$ cat src/rtl/snake_game_ctrl.sv
// snake_game_ctrl: central sequencer for the snake game.
// Runs the IDLE/PLAY/OVER state machine, generates the move tick, and turns collision
// results into grow, food-respawn, length and score updates. The move period shrinks
// by BOOST_STEP on every consumed bite, down to MIN_DIV.
//
// Ports:
//   clk_i        system clock
//   reset_i      asynchronous active-high reset
//   start_i      restart request level (synchronized upstream, edge-detected here)
//   bite_i       head on food
//   dead_i       head on wall or body
//   init_o       one-cycle pulse: reload snake/food start positions
//   move_en_o    one-cycle pulse: advance snake one cell
//   grow_o       one-cycle pulse with move_en_o: append a segment
//   food_clr_o   one-cycle pulse with move_en_o: respawn food
//   length_o     current segment count
//   score_o      foods eaten, saturating at 255
//   state_o      IDLE=0, PLAY=1, OVER=2
//   game_over_o  high while in OVER
module snake_game_ctrl #(
  parameter int unsigned TICK_DIV   = 2_500_000,
  parameter int unsigned MIN_DIV    = 500_000,
  parameter int unsigned BOOST_STEP = 100_000,
  parameter int unsigned INIT_LEN   = 3,
  parameter int unsigned MAX_LEN    = 32,
  parameter int unsigned HOLD_TICKS = 40
) (
  input  logic       clk_i,
  input  logic       reset_i,
  input  logic       start_i,
  input  logic       bite_i,
  input  logic       dead_i,
  output logic       init_o,
  output logic       move_en_o,
  output logic       grow_o,
  output logic       food_clr_o,
  output logic [5:0] length_o,
  output logic [7:0] score_o,
  output logic [1:0] state_o,
  output logic       game_over_o
);

  localparam int unsigned HoldW = (HOLD_TICKS < 1) ? 1 : $clog2(HOLD_TICKS + 1);

  localparam logic [23:0]      TickDiv    = 24'(TICK_DIV);
  localparam logic [23:0]      MinDiv     = 24'(MIN_DIV);
  localparam logic [23:0]      Boost      = 24'(BOOST_STEP);
  // One extra bit so MIN_DIV + BOOST_STEP cannot wrap in the floor compare.
  localparam logic [24:0]      BoostFloor = 25'(MIN_DIV) + 25'(BOOST_STEP);
  localparam logic [5:0]       InitLen    = 6'(INIT_LEN);
  localparam logic [5:0]       MaxLen     = 6'(MAX_LEN);
  localparam logic [HoldW-1:0] HoldMax    = HoldW'(HOLD_TICKS);

  typedef enum logic [1:0] {
    StIdle = 2'd0,
    StPlay = 2'd1,
    StOver = 2'd2
  } state_e;

  state_e           state_q, state_d;
  logic [23:0]      counter_q, counter_d;
  logic [23:0]      period_q, period_d;
  logic [5:0]       length_q, length_d;
  logic [7:0]       score_q, score_d;
  logic             bite_pend_q, bite_pend_d;
  logic [HoldW-1:0] hold_q, hold_d;
  logic             start_q;
  logic             game_over_q, game_over_d;
  logic             init_q, init_d;
  logic             move_en_q, move_en_d;
  logic             grow_q, grow_d;
  logic             food_clr_q, food_clr_d;

  logic start_edge;
  logic do_init;

  assign start_edge = start_i & ~start_q;

  always_comb begin
    state_d     = state_q;
    counter_d   = counter_q;
    period_d    = period_q;
    length_d    = length_q;
    score_d     = score_q;
    bite_pend_d = bite_pend_q;
    hold_d      = hold_q;
    game_over_d = game_over_q;
    init_d      = 1'b0;
    move_en_d   = 1'b0;
    grow_d      = 1'b0;
    food_clr_d  = 1'b0;
    do_init     = 1'b0;

    case (state_q)
      StIdle: begin
        do_init = start_edge;
      end

      StPlay: begin
        if (dead_i) begin
          // dead wins over a coinciding tick or bite; pending bite is dropped.
          state_d     = StOver;
          game_over_d = 1'b1;
          hold_d      = '0;
          counter_d   = period_q - 24'd1;
          bite_pend_d = 1'b0;
        end else if (counter_q == '0) begin
          move_en_d = 1'b1;
          // Reload with the period in force before any speed-up from this tick.
          counter_d = period_q - 24'd1;
          if (bite_i || bite_pend_q) begin
            grow_d      = (length_q < MaxLen);
            food_clr_d  = 1'b1;
            length_d    = (length_q < MaxLen) ? length_q + 6'd1 : length_q;
            score_d     = (score_q != 8'hFF) ? score_q + 8'd1 : score_q;
            period_d    = ({1'b0, period_q} < BoostFloor) ? MinDiv : period_q - Boost;
            bite_pend_d = 1'b0;
          end
        end else begin
          counter_d = counter_q - 24'd1;
          if (bite_i) begin
            bite_pend_d = 1'b1;
          end
        end
      end

      StOver: begin
        if ((hold_q == HoldMax) && start_edge) begin
          do_init = 1'b1;
        end else if (counter_q == '0) begin
          counter_d = period_q - 24'd1;
          if (hold_q != HoldMax) begin
            hold_d = hold_q + 1'b1;
          end
        end else begin
          counter_d = counter_q - 24'd1;
        end
      end

      default: begin
        state_d = StIdle;
      end
    endcase

    if (do_init) begin
      state_d     = StPlay;
      init_d      = 1'b1;
      game_over_d = 1'b0;
      length_d    = InitLen;
      score_d     = '0;
      period_d    = TickDiv;
      counter_d   = TickDiv - 24'd1;
      bite_pend_d = 1'b0;
    end
  end

  always_ff @(posedge clk_i or posedge reset_i) begin
    if (reset_i) begin
      state_q     <= StIdle;
      counter_q   <= TickDiv - 24'd1;
      period_q    <= TickDiv;
      length_q    <= InitLen;
      score_q     <= '0;
      bite_pend_q <= 1'b0;
      hold_q      <= '0;
      start_q     <= 1'b0;
      game_over_q <= 1'b0;
      init_q      <= 1'b0;
      move_en_q   <= 1'b0;
      grow_q      <= 1'b0;
      food_clr_q  <= 1'b0;
    end else begin
      state_q     <= state_d;
      counter_q   <= counter_d;
      period_q    <= period_d;
      length_q    <= length_d;
      score_q     <= score_d;
      bite_pend_q <= bite_pend_d;
      hold_q      <= hold_d;
      start_q     <= start_i;
      game_over_q <= game_over_d;
      init_q      <= init_d;
      move_en_q   <= move_en_d;
      grow_q      <= grow_d;
      food_clr_q  <= food_clr_d;
    end
  end

  assign init_o      = init_q;
  assign move_en_o   = move_en_q;
  assign grow_o      = grow_q;
  assign food_clr_o  = food_clr_q;
  assign length_o    = length_q;
  assign score_o     = score_q;
  assign state_o     = state_q;
  assign game_over_o = game_over_q;

endmodule

$ cat config.mk
export PLATFORM = sky130hd
export DESIGN_NAME = snake_game_ctrl
export DESIGN_NICKNAME = d
export VERILOG_FILES = /design/src/rtl/snake_game_ctrl.sv
export SDC_FILE = /design/constraint.sdc
export NUM_CORES = 1
export LEC_CHECK = 0
export BUFFER_PORTS_ARGS = -buffer_cell sky130_fd_sc_hd__clkbuf_2
export CORE_AREA = 2 2 102 104
export DETAILED_ROUTE_END_ITERATION = 10
export DIE_AREA = 0 0 104 106
export GPL_ROUTABILITY_DRIVEN = 1
export HOLD_SLACK_MARGIN = 0.08
export SKIP_LAST_GASP = 1
export SLEW_MARGIN = 10
export SYNTH_ARGS = -nofsm -noshare
export SYNTH_HDL_FRONTEND = slang
export SYNTH_SLANG_ARGS = --single-unit
$ cat constraint.sdc
create_clock -name clk_i -period 2.6 [get_ports clk_i]
set_input_delay 0.13 -clock clk_i [delete_from_list [all_inputs] [get_ports clk_i]]
set_output_delay 0.13 -clock clk_i [all_outputs]
set_load 0.01 [all_outputs]
Yosys cells after proc, flatten, opt, wreduce, memory -nomap -nowiden
Index checks and enable logic that the tools add are counted.

Output and inout port bits: 21. Bits of input ports: 5. Bits in registers: 77. Word-level logic and storage cells: 113.

Reductions and logical operators: 22. Add/sub/neg operators: 6. Bitwise logic cells: 2. Muxes and demuxes: 54. Magnitude comparators: 2. Equality and inequality tests: 14.

Operator list (number): 2-to-1 mux 24 bit (10); 2-to-1 mux 6 bit (10); 2-to-1 mux 8 bit (6); one-hot mux 24 bit (2 select lines) (1); subtractor 24 x 1 -> 24 bit, second input constant (2); logical NOT 24 bit (1); < comparator 24 x 20 -> 1 bit, second input constant (1); subtractor 24 x 17 -> 24 bit, second input constant (1); 2-to-1 mux 1 bit (22); AND reduction 5 bit (3); nonzero test 2 bit (7); adder 6 x 1 -> 6 bit, second input constant (2); one-hot mux 6 bit (2 select lines) (1); adder 8 x 1 -> 8 bit, second input constant (1); inequality test 2 bit, second input constant (4); inequality test 8 bit, second input constant (1); == test 6 bit, second input constant (1); < comparator 6 bit, second input constant (1); inequality test 3 bit, second input constant (2); inequality test 6 bit, second input constant (1); AND reduction 2 bit (3); 2-to-1 mux 2 bit (2); inequality test 2 x 1 -> 1 bit, second input constant (2); inequality test 4 bit, second input constant (1); other kinds (14) (14).

Logic depth before layout (Yosys ltp)
Depth after elaboration: 7. Mapped depth: 10. Mapped depth without buffers: 9.

Worst setup path after synthesis
Ideal clock, no wire load.

Path type: flip-flop to flip-flop. Start point: register counter_q[16]. End point: register score_q[5], in the netlist score_o[5]. Buffers on the path: 0. Clock period less this slack: 2.474 ns. Stages on the path, launching flop included: 7. Data required time: 2.522 ns. Data arrival time: 2.396 ns. Setup slack: 0.126 ns. Cells stage by stage: dfrtp_1 -> or4_4 -> or3_4 -> nor4b_4 -> nand4b_1 -> or4_1 -> a21oi_1.

Cells in the longest elaborated chain, start to end: 3.

RTL lines: start: declaration (RTL line 61) `logic [23:0] counter_q, counter_d;`; start signal: assignment (RTL line 160) `counter_q <= TickDiv - 24'd1;`; start signal: assignment (RTL line 174) `counter_q <= counter_d;`; logical NOT 24 bit (RTL line 107) `end else if (counter_q == '0) begin`; nonzero test 2 bit (no line); AND reduction 5 bit (no line); end signal: assignment (RTL line 177) `score_q <= score_d;`; end: declaration (RTL line 64) `logic [7:0] score_q, score_d;`.

Every way passes these cells. A chain may end at the register's enable or synchronous reset.

Worst setup path in the final report
Ends and elaborated chain as after synthesis.

==> results.cfg <==
[run_status]
outcome = complete, no violations

[cells_and_area]
drive_gt1_frac = 0.2163
final_area_mm2 = 0.005269
fin_nets = 586
mostFrequentLayoutCells = nand2_1 (51), dfrtp_1 (50), nor2_1 (49), buf_4 (42), o21ai_0 (39)
layout_commonest_cell = nand2_1
syn_to_final_growth_pct = 19.49
num_antenna_cells = 0

[global_route]
grt_max_degree = 73
grt_overflow_total = 0
grt_pass1_vias = 4020
track_usage = 0.2250
antenna_found_initial = 0
grt_pass1_wl_mm = 19.98

[timing]
finalHoldViolCount = 0
tightest_slew_ps = 589.2
slew_viol_final = 0
fin_worst_skew_ps = 14.22
setup_viol = 0
max_clock_freq_mhz = 390.2
finalCritPeriodShare = 0.9857
setup_ws_ps = 37.15
max_slew_margin = 0.6063
min_period_ps = 2563
rsz0062_at_grt = yes

[die]
start_util = 0.4409
rows = 37
pin_count = 26
die_h_um = 106
dieArea_mm2 = 0.01102
dieWidth_um = 104
fp.coreArea_mm2 = 0.01000

[placement]
hpwl_mm = 8.245
routabilityCongestion = 0.8377
io_buffers = 25
pre_cts_ws_ps = -44.39
place_area_mm2 = 0.004926

[worst_hold_path]
hold_class = primary input to register

[detailed_routing]
vias_per_cell = 5.787
wl_met2_mm = 5.503
drt-met1-wl_mm = 5.594
post_drt_wl_per_cell_um = 16.53
num_vias = 4132
dr.max_layer_used = met4
drt_iter0_markers = 243
drc = 0
final_antenna_net_count = 0
wl_mm = 11.80
dr.pass1.iters = 5
met3_length_um = 533

[yosys]
synth_ff_type = dfrtp_1
yosys.cell_types.count = 59
synth_area_leaders = dfrtp_1 (28%), dfstp_2 (13%), o21ai_0 (4.5%)
yosys_warnings = 0
ys_ff_latch = 72
ys_seq_area_frac = 0.4149
avgSynthCellArea_um2 = 8.512
syn_inst = 518
synth-async-reset-ratio = 1.000
synth_top_area_frac = 0.2838
synth_edf_count = 0
synth.net_count = 531
synth.largest_area_cell = dfrtp_1
syn-cell-area_mm2 = 0.004409

[power]
max-vdd-ir-drop_uv = 427.0
p_leak_nw = 2.188
cellPowerDensity_mw_per_mm2 = 776.0

[critical_path]
worstPathArrival_ps = 2840
worstSetupEndpointType = register
path_max_fanout = 3
critPathKind = register to register
required_ps = 2870
start_kind = register

[clock_tree]
htreeDepth = 3
cts.root.buffer_cell = clkbuf_8
path_clk_slew_ps = 80
insertion_delay_ps = 360
clock_path_buffers = 2
numCtsBuffers = 9
cts_tree = done
numClockSinks = 72

[job]
cap_violations = 0
flip-flops by register name, indices dropped and copies added (netlist names):
register and count:
bite_pend_q 1, hold_q 6, period_q 19, start_q 1
score_o 8, grow_o 1, counter_q 24, move_en_o 1
length_o 6, food_clr_o 1, game_over_o 1, init_o 1
state_o 2
area by class of cell:
type,count,area (um2)
Clock buffer,11,141.4
Clock inverter,5,103.9
Fill cell,955,4731
Inverter,18,67.56
Multi-Input combinational cell,399,2435
Sequential cell,72,1829
Tap cell,136,170.2
Timing Repair Buffer,73,521.8
cells in the mapped netlist (4+ instances only):
master / count
nand2_1: 51
dfrtp_1: 50
nor2_1: 50
o21ai_0: 40
nor3_1: 36
a21oi_1: 29
clkbuf_1: 25
dfstp_2: 22
nand3_1: 21
xnor2_1: 19
inv_1: 18
nand4_1: 11
nor4_1: 10
o31ai_1: 9
or4_1: 9
xor2_1: 9
ha_1: 8
a32o_1: 7
or3_1: 7
a211oi_1: 6
nand2b_1: 6
nor2b_1: 6
a31oi_1: 5
o21a_1: 5
nand4b_1: 4
o211ai_1: 4
report_power, final:
group | switching [mW] | total (mW) | internal, mW
clock network | 0.449 | 1.11 | 0.664
logic | 0.817 | 1.38 | 0.566
registers | 0.231 | 1.59 | 1.36
worst paths after layout:
| path | startpoint | end | slack, ps | depth (start not counted) |
|---|---|---|---|---|
| worst min register to register | counter_q[3] | counter_q[3] | 500 | 2 |
| min in group asynchronous | reset_i | hold_q[4] | 370 | 4 |
| max in group asynchronous | reset_i | length_o[0] | 1850 | 4 |
| worst min-delay path | bite_i | bite_pend_q | 90 | 3 |
| worst max-delay path | counter_q[16] | score_o[5] | 40 | 7 |
| worst max register to register | counter_q[16] | score_o[5] | 40 | 7 |
cell families after synthesis:
logic type / share of synthesized area
AND/OR/NAND/NOR: 0.2679
XOR/XNOR: 0.05562
flip-flops: 0.4149
multiplexers: 0.007094
AO/OA/AOI/OAI: 0.1913
buffers and inverters: 0.04058
adder cells (fa/ha/maj): 0.02270
metrics by stage:
step	cells	hold WS (ps)	TNS [ps]	util	power [mW]
2_1_floorplan	518	161.4	0	-	2.451
3_3_place_gp	691	230.1	0	0.4926	2.941
3_5_place_dp	691	233.2	-61.96	0.4926	2.973
4_1_cts	711	84.06	0	0.5209	4.104
5_1_grt	714	92.16	-239.9	0.5269	4.351
6_report	714	86.78	0	0.5269	4.089
repair_timing:
action | in CTS | in global routing
pin swaps | 1 | 3
endpoints found under the hold margin | 52 | 0
gates resized for setup | 0 | 11
hold buffers | 3 | 0
gates cloned | 0 | 0
endpoints found under the setup margin | 2 | 37
setup buffers | 1 | 3
routing by layer:
layer | GRT usage | up-vias
li1 | - | 1995
met1 | 0.3030 | 2014
met2 | 0.3562 | 107
met3 | 0.04966 | 16
met4 | 0.08398 | 0
met5 | 0 | -
worst max-delay path, cell delays in order, from the launching register on:
cell and delay (ps):
dfrtp_1 380, or4_4 540, or3_4 360, nor4b_4 260, buf_4 170, nand4b_1 110
or4_1 490, a21oi_1 160
No activity file was read; power rests on OpenSTA's default activity.
